--- src/rtl/pattern_scan_ctrl.sv ---
// pattern_scan_ctrl: loads a word on start and feeds it MSB-first into an
// embedded Moore detector for the serial pattern 10010. It counts overlapping
// matches (saturating) and reports the total with a busy/done handshake.
module pattern_scan_ctrl #(
  parameter int WIDTH = 16,
  parameter int CNT_W = 5
) (
  input  logic             clk,
  input  logic             rst,
  input  logic             start,
  input  logic             abort,
  input  logic [WIDTH-1:0] din,
  output logic             busy,
  output logic             done,
  output logic             match,
  output logic [CNT_W-1:0] count
);

  localparam int IDX_W = $clog2(WIDTH + 1);
  localparam logic [IDX_W-1:0] LAST_IDX = IDX_W'(WIDTH - 1);
  localparam logic [CNT_W-1:0] CNT_MAX  = '1;

  typedef enum logic [1:0] {
    S_IDLE,
    S_SHIFT,
    S_DRAIN,
    S_DONE
  } ctrl_t;

  // Detector states name the suffix of 10010 matched so far.
  typedef enum logic [2:0] {
    D_A,  // nothing
    D_B,  // "1"
    D_C,  // "10"
    D_D,  // "100"
    D_E,  // "1001"
    D_F   // "10010" (match)
  } det_t;

  ctrl_t            state_reg, state_next;
  det_t             det_reg, det_next;
  logic [WIDTH-1:0] shreg_reg, shreg_next;
  logic [IDX_W-1:0] idx_reg, idx_next;
  logic [CNT_W-1:0] count_reg, count_next;
  logic             w;
  logic             count_en;

  // One detector step; F on 0 falls back to D so overlapping matches count.
  function automatic det_t det_step(input det_t cur, input logic j);
    det_t nxt;
    case (cur)
      D_A:     nxt = j ? D_B : D_A;
      D_B:     nxt = j ? D_B : D_C;
      D_C:     nxt = j ? D_B : D_D;
      D_D:     nxt = j ? D_E : D_A;
      D_E:     nxt = j ? D_B : D_F;
      D_F:     nxt = j ? D_B : D_D;
      default: nxt = D_A;
    endcase
    return nxt;
  endfunction

  // Moore match flag; only counted while a scan is running.
  assign w        = (det_reg == D_F);
  assign count_en = w && ((state_reg == S_SHIFT) || (state_reg == S_DRAIN));

  // State register: control FSM, detector and datapath registers.
  always_ff @(posedge clk) begin
    if (rst) begin
      state_reg <= S_IDLE;
      det_reg   <= D_A;
      shreg_reg <= '0;
      idx_reg   <= '0;
      count_reg <= '0;
    end else begin
      state_reg <= state_next;
      det_reg   <= det_next;
      shreg_reg <= shreg_next;
      idx_reg   <= idx_next;
      count_reg <= count_next;
    end
  end

  // Next-state logic for the FSM, detector, shifter, bit index and counter.
  always_comb begin
    state_next = state_reg;
    det_next   = det_reg;
    shreg_next = shreg_reg;
    idx_next   = idx_reg;
    count_next = count_reg;
    case (state_reg)
      S_IDLE: begin
        // A start here wins even if abort is high in the same cycle.
        if (start) begin
          shreg_next = din;
          count_next = '0;
          idx_next   = '0;
          det_next   = D_A;
          state_next = S_SHIFT;
        end
      end
      S_SHIFT: begin
        det_next   = det_step(det_reg, shreg_reg[WIDTH-1]);
        shreg_next = shreg_reg << 1;
        idx_next   = idx_reg + IDX_W'(1);
        if (abort) begin
          state_next = S_IDLE;
        end else if (idx_reg == LAST_IDX) begin
          state_next = S_DRAIN;
        end
      end
      S_DRAIN: begin
        // No bit presented: the detector holds so a match on the last bit
        // is still seen and counted here.
        state_next = abort ? S_IDLE : S_DONE;
      end
      S_DONE: begin
        state_next = S_IDLE;
      end
      default: begin
        state_next = S_IDLE;
      end
    endcase
    if (count_en && (count_reg != CNT_MAX)) begin
      count_next = count_reg + CNT_W'(1);
    end
  end

  // Outputs: decoded from registered state, forced low while reset is held.
  always_comb begin
    busy  = !rst && ((state_reg == S_SHIFT) || (state_reg == S_DRAIN));
    done  = !rst && (state_reg == S_DONE);
    match = !rst && count_en;
    count = count_reg;
  end

endmodule

--- config.mk ---
export PLATFORM = sky130hd
export DESIGN_NAME = pattern_scan_ctrl
export DESIGN_NICKNAME = d
export VERILOG_FILES = /design/src/rtl/pattern_scan_ctrl.sv
export SDC_FILE = /design/constraint.sdc
export NUM_CORES = 1
export LEC_CHECK = 0
export ABC_AREA = 1
export BUFFER_PORTS_ARGS = -buffer_cell sky130_fd_sc_hd__buf_2
export CORE_MARGIN = 1
export CORE_UTILIZATION = 55
export DETAILED_ROUTE_END_ITERATION = 12
export GPL_ROUTABILITY_DRIVEN = 0
export PLACE_DENSITY = 0.79
export RECOVER_POWER = 50
export SYNTH_ARGS = -nofsm -noshare
export SYNTH_HDL_FRONTEND = slang
export SYNTH_SLANG_ARGS = --single-unit
--- constraint.sdc ---
create_clock -name clk -period 1.9 [get_ports clk]
set_input_delay 0.285 -clock clk [delete_from_list [all_inputs] [get_ports clk]]
set_output_delay 0.285 -clock clk [all_outputs]
set_load 0.005 [all_outputs]
==> flow_summary.ini, run 1 <==
[run_status]
outcome = finished clean

[yosys]
syn_inst = 218
muxShareOfSynthArea_pct = 0
synth_area_um2 = 1610
syn_avg_cell_area_um2 = 7.38
ys_seq_area_share_pct = 38.6
synth_top_flop_cell = dfxtp_1
synth_compound_area_share_pct = 16.3
synth_top_area_share_pct = 38.6
synth_edf_count = 0
synth.distinct_cells = 22
postSynth.asyncResetShare_pct = 0
yosys-top-cells-count = 61 x nand2_1, 31 x dfxtp_1, 30 x nand3_1
syn-num-nets = 246
yosys.area_share.adder_pct = 6.23
post-synth-top-count-cell = nand2_1
yosys-top-cells-area = dfxtp_1 39%, nand2_1 14%, nand3_1 9.3%
synth_xor_area_share_pct = 0.545
synth_top_family_by_area = simple AND/OR/NAND/NOR gates
synth-simple-area-share_pct = 29.2
yosys.area.top_type = dfxtp_1
yosys_warnings = 0
ys_seq_elements = 31

[grt]
grt_use_total_pct = 21.8
grt_pass1_wl_um = 5380
grt_pass1_vias = 1288
grt_max_degree = 36
grt-ovfl-total = 0
grt_antenna_before_repair = 0

[clock_tree]
worstSkewPairLatency_ns = 0.33
postCtsHoldBufs = 0
clkSinkCount = 31
post_cts_buffers = 0
cts_tree = done
clockRootBuffer = clkbuf_4
clock_path_buffers = 2
cts_max_level = 2
path_clk_slew_ns = 0.09
ctsResizeCount = 0
cts_buffers = 5

[setup_path]
arrival_ns = 1.42
regToRegStartpoint = state_reg[1]$_SDFFE_PP0P_
r2r_setup_slack_ns = 0.21
r2r-end = state_reg[0]$_SDFFE_PP0P_
crit_chain = inv_1 > ha_1 > inv_2 > nor3_1 > buf_2
path_max_fanout = 4
crit_type = reg2out
cp-end-kind = output pin
crit_path_top_delay_cell = dfxtp_1
crit_required_ns = 1.62
max_stage_delay_ns = 0.40
ff2ff_path_depth = 7
start_kind = flop

[power]
power.density_nw_per_um2 = 813
ir_worst_vdd_mv = 0.585
total_power_uw = 1460
power_frac_seq_pct = 51.3
cellLeakagePower_uw = 0.000877
internal_power_uw = 1000
p_switching_uw = 454
pwr-share-clk_pct = 26.7
sw_frac_of_total_pct = 31.2
combPwrFrac_pct = 22.0

[placement]
io_buffer_count = 27
dp_slack_ns = 0.304
dp_cells = 270
dp_hpwl_um = 2280

[layout]
area_growth_pct = 11.4
final_layout_size_suffix_gt1_share_pct = 17.1
final-instance-count-excl-fill = 277
nets = 274
antenna_cells = 0
final_util_pct = 64.9
largest_reg_flops = 16

[sta]
fin_crit_ns = 1.71
finalClockSkew_ns = 0.00473
max_slew.worst_pin.slew_ns = 0.603
period_share_pct = 89.8
rsz0062_at_grt = false
fin_ws_ns = 0.194
setup_viol = 0
hold_violations = 0
fin_tns_setup_ns = 0
max_slew_margin_pct = 59.8
slew_viol_final = 0
max_freq_mhz = 586

[detailed_routing]
drt-initial-drc-count = 79
drt_wl_total_um = 3200
first_pass_iters = 4
drc_errors = 0
post_drt_via_cell_ratio = 5.30
avgRoutedWirePerCell_um = 11.5
ant_nets = 0
vias = 1469

[hold_path]
holdCritStartpoint = din[0]
hold_depth = 3
hold_end = shreg_reg[0]$_SDFFE_PP0P_
min-delay-path-class = in2reg

[floorplan]
die_h_um = 56.1
rows = 19
initial_utilization_pct = 58.3
coreArea_um2 = 2760
die_width_um = 56.1
boundaryPins = 28
fp.dieArea_um2 = 3140

[run]
maxCapViolCount = 0
-- cells in the final DEF (no fill, tap or decap), types with 3 or more instances in the layout --
cell	instances
dfxtp_1	31
nor2_1	15
inv_1	18
nand2_1	61
o211a_1	14
clkbuf_4	5
inv_2	3
buf_2	25
nand3_1	30
a21oi_1	15
buf_4	3
ha_1	8
o21ai_0	5
-- per-stage QoR --
stage          hold WS, ns  instance area (µm²)
2_1_floorplan        0.354                 1610
3_3_place_gp         0.454                 1740
3_5_place_dp         0.454                 1740
4_1_cts              0.218                 1790
5_1_grt              0.237                 1790
6_report             0.234                 1790
-- power by group through the flow --
stage	combinational [µW]	clock, µW	sequential (µW)
6_report	320	389	747
5_1_grt	361	426	754
4_1_cts	321	395	747
3_5_place_dp	320	0	762
3_3_place_gp	315	0	760
2_1_floorplan	276	0	753
-- worst max-delay path, delay by kind of cell, from the launching register on --
| kind | cells | cell delay [ns] |
|---|---|---|
| DFF | 1 | 0.40 |
| and+or+nand+nor | 1 | 0.14 |
| buffers and inverters | 3 | 0.25 |
| adders and majority gates | 1 | 0.29 |
-- kinds of logic after synthesis --
family / Yosys count
fa+ha+maj: 8
flops: 31
compound gates: 37
buf+inv: 30
xor+xnor: 1
simple gates: 111
-- layout make-up --
type                       count  area (µm²)
clock buffer                   6        51.3
clock inverter                 1        5.00
fill                         257         967
inverter                      21        78.8
multi-input combinational    157         840
sequential                    31         621
tap                           31        38.8
timing repair buffer          30         156
-- how the worst max path moves through the flow --
stage / from / to / slack [ns] / depth (start not counted)
after floorplan: count[0]$_SDFFE_PP0P_ / count[3]$_SDFFE_PP0P_ / 0.47 / 9
after global placement: state_reg[0]$_SDFFE_PP0P_ / det_reg[2]$_SDFFE_PP0P_ / 0.33 / 7
after detailed placement: state_reg[0]$_SDFFE_PP0P_ / det_reg[2]$_SDFFE_PP0P_ / 0.30 / 7
after CTS: state_reg[1]$_SDFFE_PP0P_ / match / 0.19 / 5
after global routing: state_reg[1]$_SDFFE_PP0P_ / state_reg[0]$_SDFFE_PP0P_ / 0.06 / 7
final: state_reg[1]$_SDFFE_PP0P_ / match / 0.19 / 5
-- per-layer routing --
| layer | vias up | routed length, µm | track usage, % |
|---|---|---|---|
| li1 | 771 | - | - |
| met1 | 654 | 1490 | 27.0 |
| met2 | 38 | 1470 | 35.2 |
| met3 | 6 | 181 | 6.51 |
| met4 | 0 | 54 | 9.06 |
| met5 | - | 0 | 0 |
Note: power is estimated with default switching activity, not from simulation.
==> run 2: changes to the inputs <==
Settings changed: ABC_AREA 1 to 0, CORE_UTILIZATION 55 to 54, PLACE_DENSITY 0.79 to 0.78.
==> run 2 against run 1 <==
  * Combinational power fell by 5%
  * Maximum frequency decreased by 5.6%
  * Sequential share of layout area is 0.17 points higher
  * Die area is 1.3% lower
  * Non-clock buffer count grew 2
  * Final area down 0.49%
  * Via count shrank 8.5%
  * Cell count decreased by 16%
  * Setup slack worse by 0.10 ns
==> flow_summary.ini, run 2 <==
[layout]
nets = 230
largest_reg_flops = 16
final_layout_size_suffix_gt1_share_pct = 19.7
antenna_cells = 0
area_growth_pct = 14.4
layout_commonest_cell = dfxtp_1
layout_common_cells = 31 x dfxtp_1, 26 x buf_2, 25 x nor2_1

[yosys]
postSynth.asyncResetShare_pct = 0
yosys.area.top_type = dfxtp_1
post-synth-top-count-cell = dfxtp_1
ys_seq_elements = 31
synth_edf_count = 0
syn-num-nets = 202
syn_inst = 174
yosys-top-cells-count = 31 x dfxtp_1, 26 x nor2_1, 17 x mux2i_1
synth_top_flop_cell = dfxtp_1
synth_area_um2 = 1560
synth_top_area_share_pct = 39.8
yosys-top-cells-area = dfxtp_1 40%, mux2i_1 11%, a211oi_1 7.2%
yosys_warnings = 0
synth.distinct_cells = 34
ys_seq_area_share_pct = 39.8
syn_avg_cell_area_um2 = 8.95

[power]
pwr-share-clk_pct = 26.3
internal_power_uw = 989
power_frac_seq_pct = 52.4
total_power_uw = 1420
sw_frac_of_total_pct = 30.4
combPwrFrac_pct = 21.3
cellLeakagePower_uw = 0.000723
power.density_nw_per_um2 = 797
p_switching_uw = 431
ir_worst_vdd_mv = 0.745

[setup_path]
crit_chain = inv_1 > ha_1 > nor3b_1 > buf_2
cp-end-kind = output pin
ff2ff_path_depth = 7
max_stage_delay_ns = 0.43
path_max_fanout = 4
crit_required_ns = 1.62
start_kind = flop
crit_type = reg2out
arrival_ns = 1.52
crit_path_top_delay_cell = dfxtp_1

[detailed_routing]
drt_wl_total_um = 3100
avgRoutedWirePerCell_um = 13.3
drt-initial-drc-count = 60
vias = 1344
ant_nets = 0
first_pass_iters = 4
drc_errors = 0
post_drt_via_cell_ratio = 5.74

[grt]
grt-ovfl-total = 0
grt_max_degree = 31
grt_pass1_wl_um = 5350
grt_pass1_vias = 1280
grt_antenna_before_repair = 0
grt_use_total_pct = 22.2

[hold_path]
min-delay-path-class = in2reg
hold_depth = 3

[run]
maxCapViolCount = 0

[floorplan]
boundaryPins = 28
coreArea_um2 = 2730
fp.dieArea_um2 = 3100
die_width_um = 55.7
initial_utilization_pct = 57.0
die_h_um = 55.7
rows = 19

[clock_tree]
path_clk_slew_ns = 0.11
worstSkewPairLatency_ns = 0.34
cts_tree = done
cts_max_level = 2
clockRootBuffer = clkbuf_4
clock_path_buffers = 2
cts_buffers = 5
clkSinkCount = 31
postCtsHoldBufs = 0

[placement]
dp_hpwl_um = 2280
io_buffer_count = 27

[sta]
period_share_pct = 95.1
max_slew.worst_pin.slew_ns = 0.576
setup_viol = 0
slew_viol_final = 0
fin_crit_ns = 1.81
rsz0062_at_grt = false
worst_hold_slack_ns = 0.274
max_freq_mhz = 554
hold_violations = 0
max_slew_margin_pct = 61.3
finalClockSkew_ns = 0.0184
fin_tns_setup_ns = 0

[run_status]
outcome = finished clean
[run 2: layer usage]
| layer | vias to the layer above | global-route usage (%) | wire length (µm) |
|---|---|---|---|
| met5 | - | 0 | 0 |
| met4 | 0 | 13.2 | 97 |
| met3 | 12 | 5.12 | 106 |
| met2 | 30 | 37.5 | 1470 |
| met1 | 615 | 25.4 | 1430 |
| li1 | 687 | - | - |
[run 2: what timing repair did]
item / CTS / global route
resized for setup: 0 / 1
setup endpoints to repair: 0 / 10
hold endpoints to repair: 0 / 0
buffers inserted: 0 / 0
[run 2: cells by family (layout without fill, tap and decap cells)]
kind of cell    count (synthesis)  after routing  synth area share [%]
buf+inv                        16             45                  4.34
fa+ha+maj                       8              8                  6.43
simple gates                   62             62                  20.9
compound gates                 40             40                  17.6
mux                            17             17                  10.9
flops                          31             31                  39.8
[run 2: final cells by class]
class	count	area, µm²
clock buffers	7	45.0
clock inverters	1	5.00
fillers	233	952
inverters	5	18.8
multi-input cells	127	872
flip-flops and latches	31	621
well taps	31	38.8
repair buffers	32	181
[run 2: worst paths after layout]
| kind | start | to | slack (ns) |
|---|---|---|---|
| max reg2reg | state_reg[0]$_SDFFE_PP0P_ | shreg_reg[9]$_SDFFE_PP0P_ | 0.11 |
| max | state_reg[0]$_SDFFE_PP0P_ | match | 0.09 |
| min | abort | state_reg[1]$_SDFFE_PP0P_ | 0.27 |
| min reg2reg | shreg_reg[0]$_SDFFE_PP0P_ | shreg_reg[0]$_SDFFE_PP0P_ | 0.50 |
[run 2: through the flow]
step / worst slack (ns) / utilization, % / std cells / instance area [µm²]
5_1_grt: 0.0172 / 65.2 / 234 / 1780
4_1_cts: 0.0764 / 65.2 / 234 / 1780
6_report: 0.0933 / 65.2 / 234 / 1780
2_1_floorplan: 0.215 / - / 174 / 1560
3_3_place_gp: 0.213 / 63.4 / 226 / 1730
3_5_place_dp: 0.129 / 63.4 / 226 / 1730
[run 2: power groups by stage]
stage / Sequential [µW] / Clock [µW] / Combinational, µW
2_1_floorplan: 748 / 0 / 223
3_3_place_gp: 754 / 0 / 290
3_5_place_dp: 759 / 0 / 303
4_1_cts: 744 / 380 / 305
5_1_grt: 752 / 407 / 337
6_report: 744 / 374 / 303
[run 2: critical path, delay by kind of cell (launching register included)]
family / cells / cell delay [ns]
flops: 1 / 0.43
simple gates: 1 / 0.20
fa+ha+maj: 1 / 0.32
buf+inv: 2 / 0.24
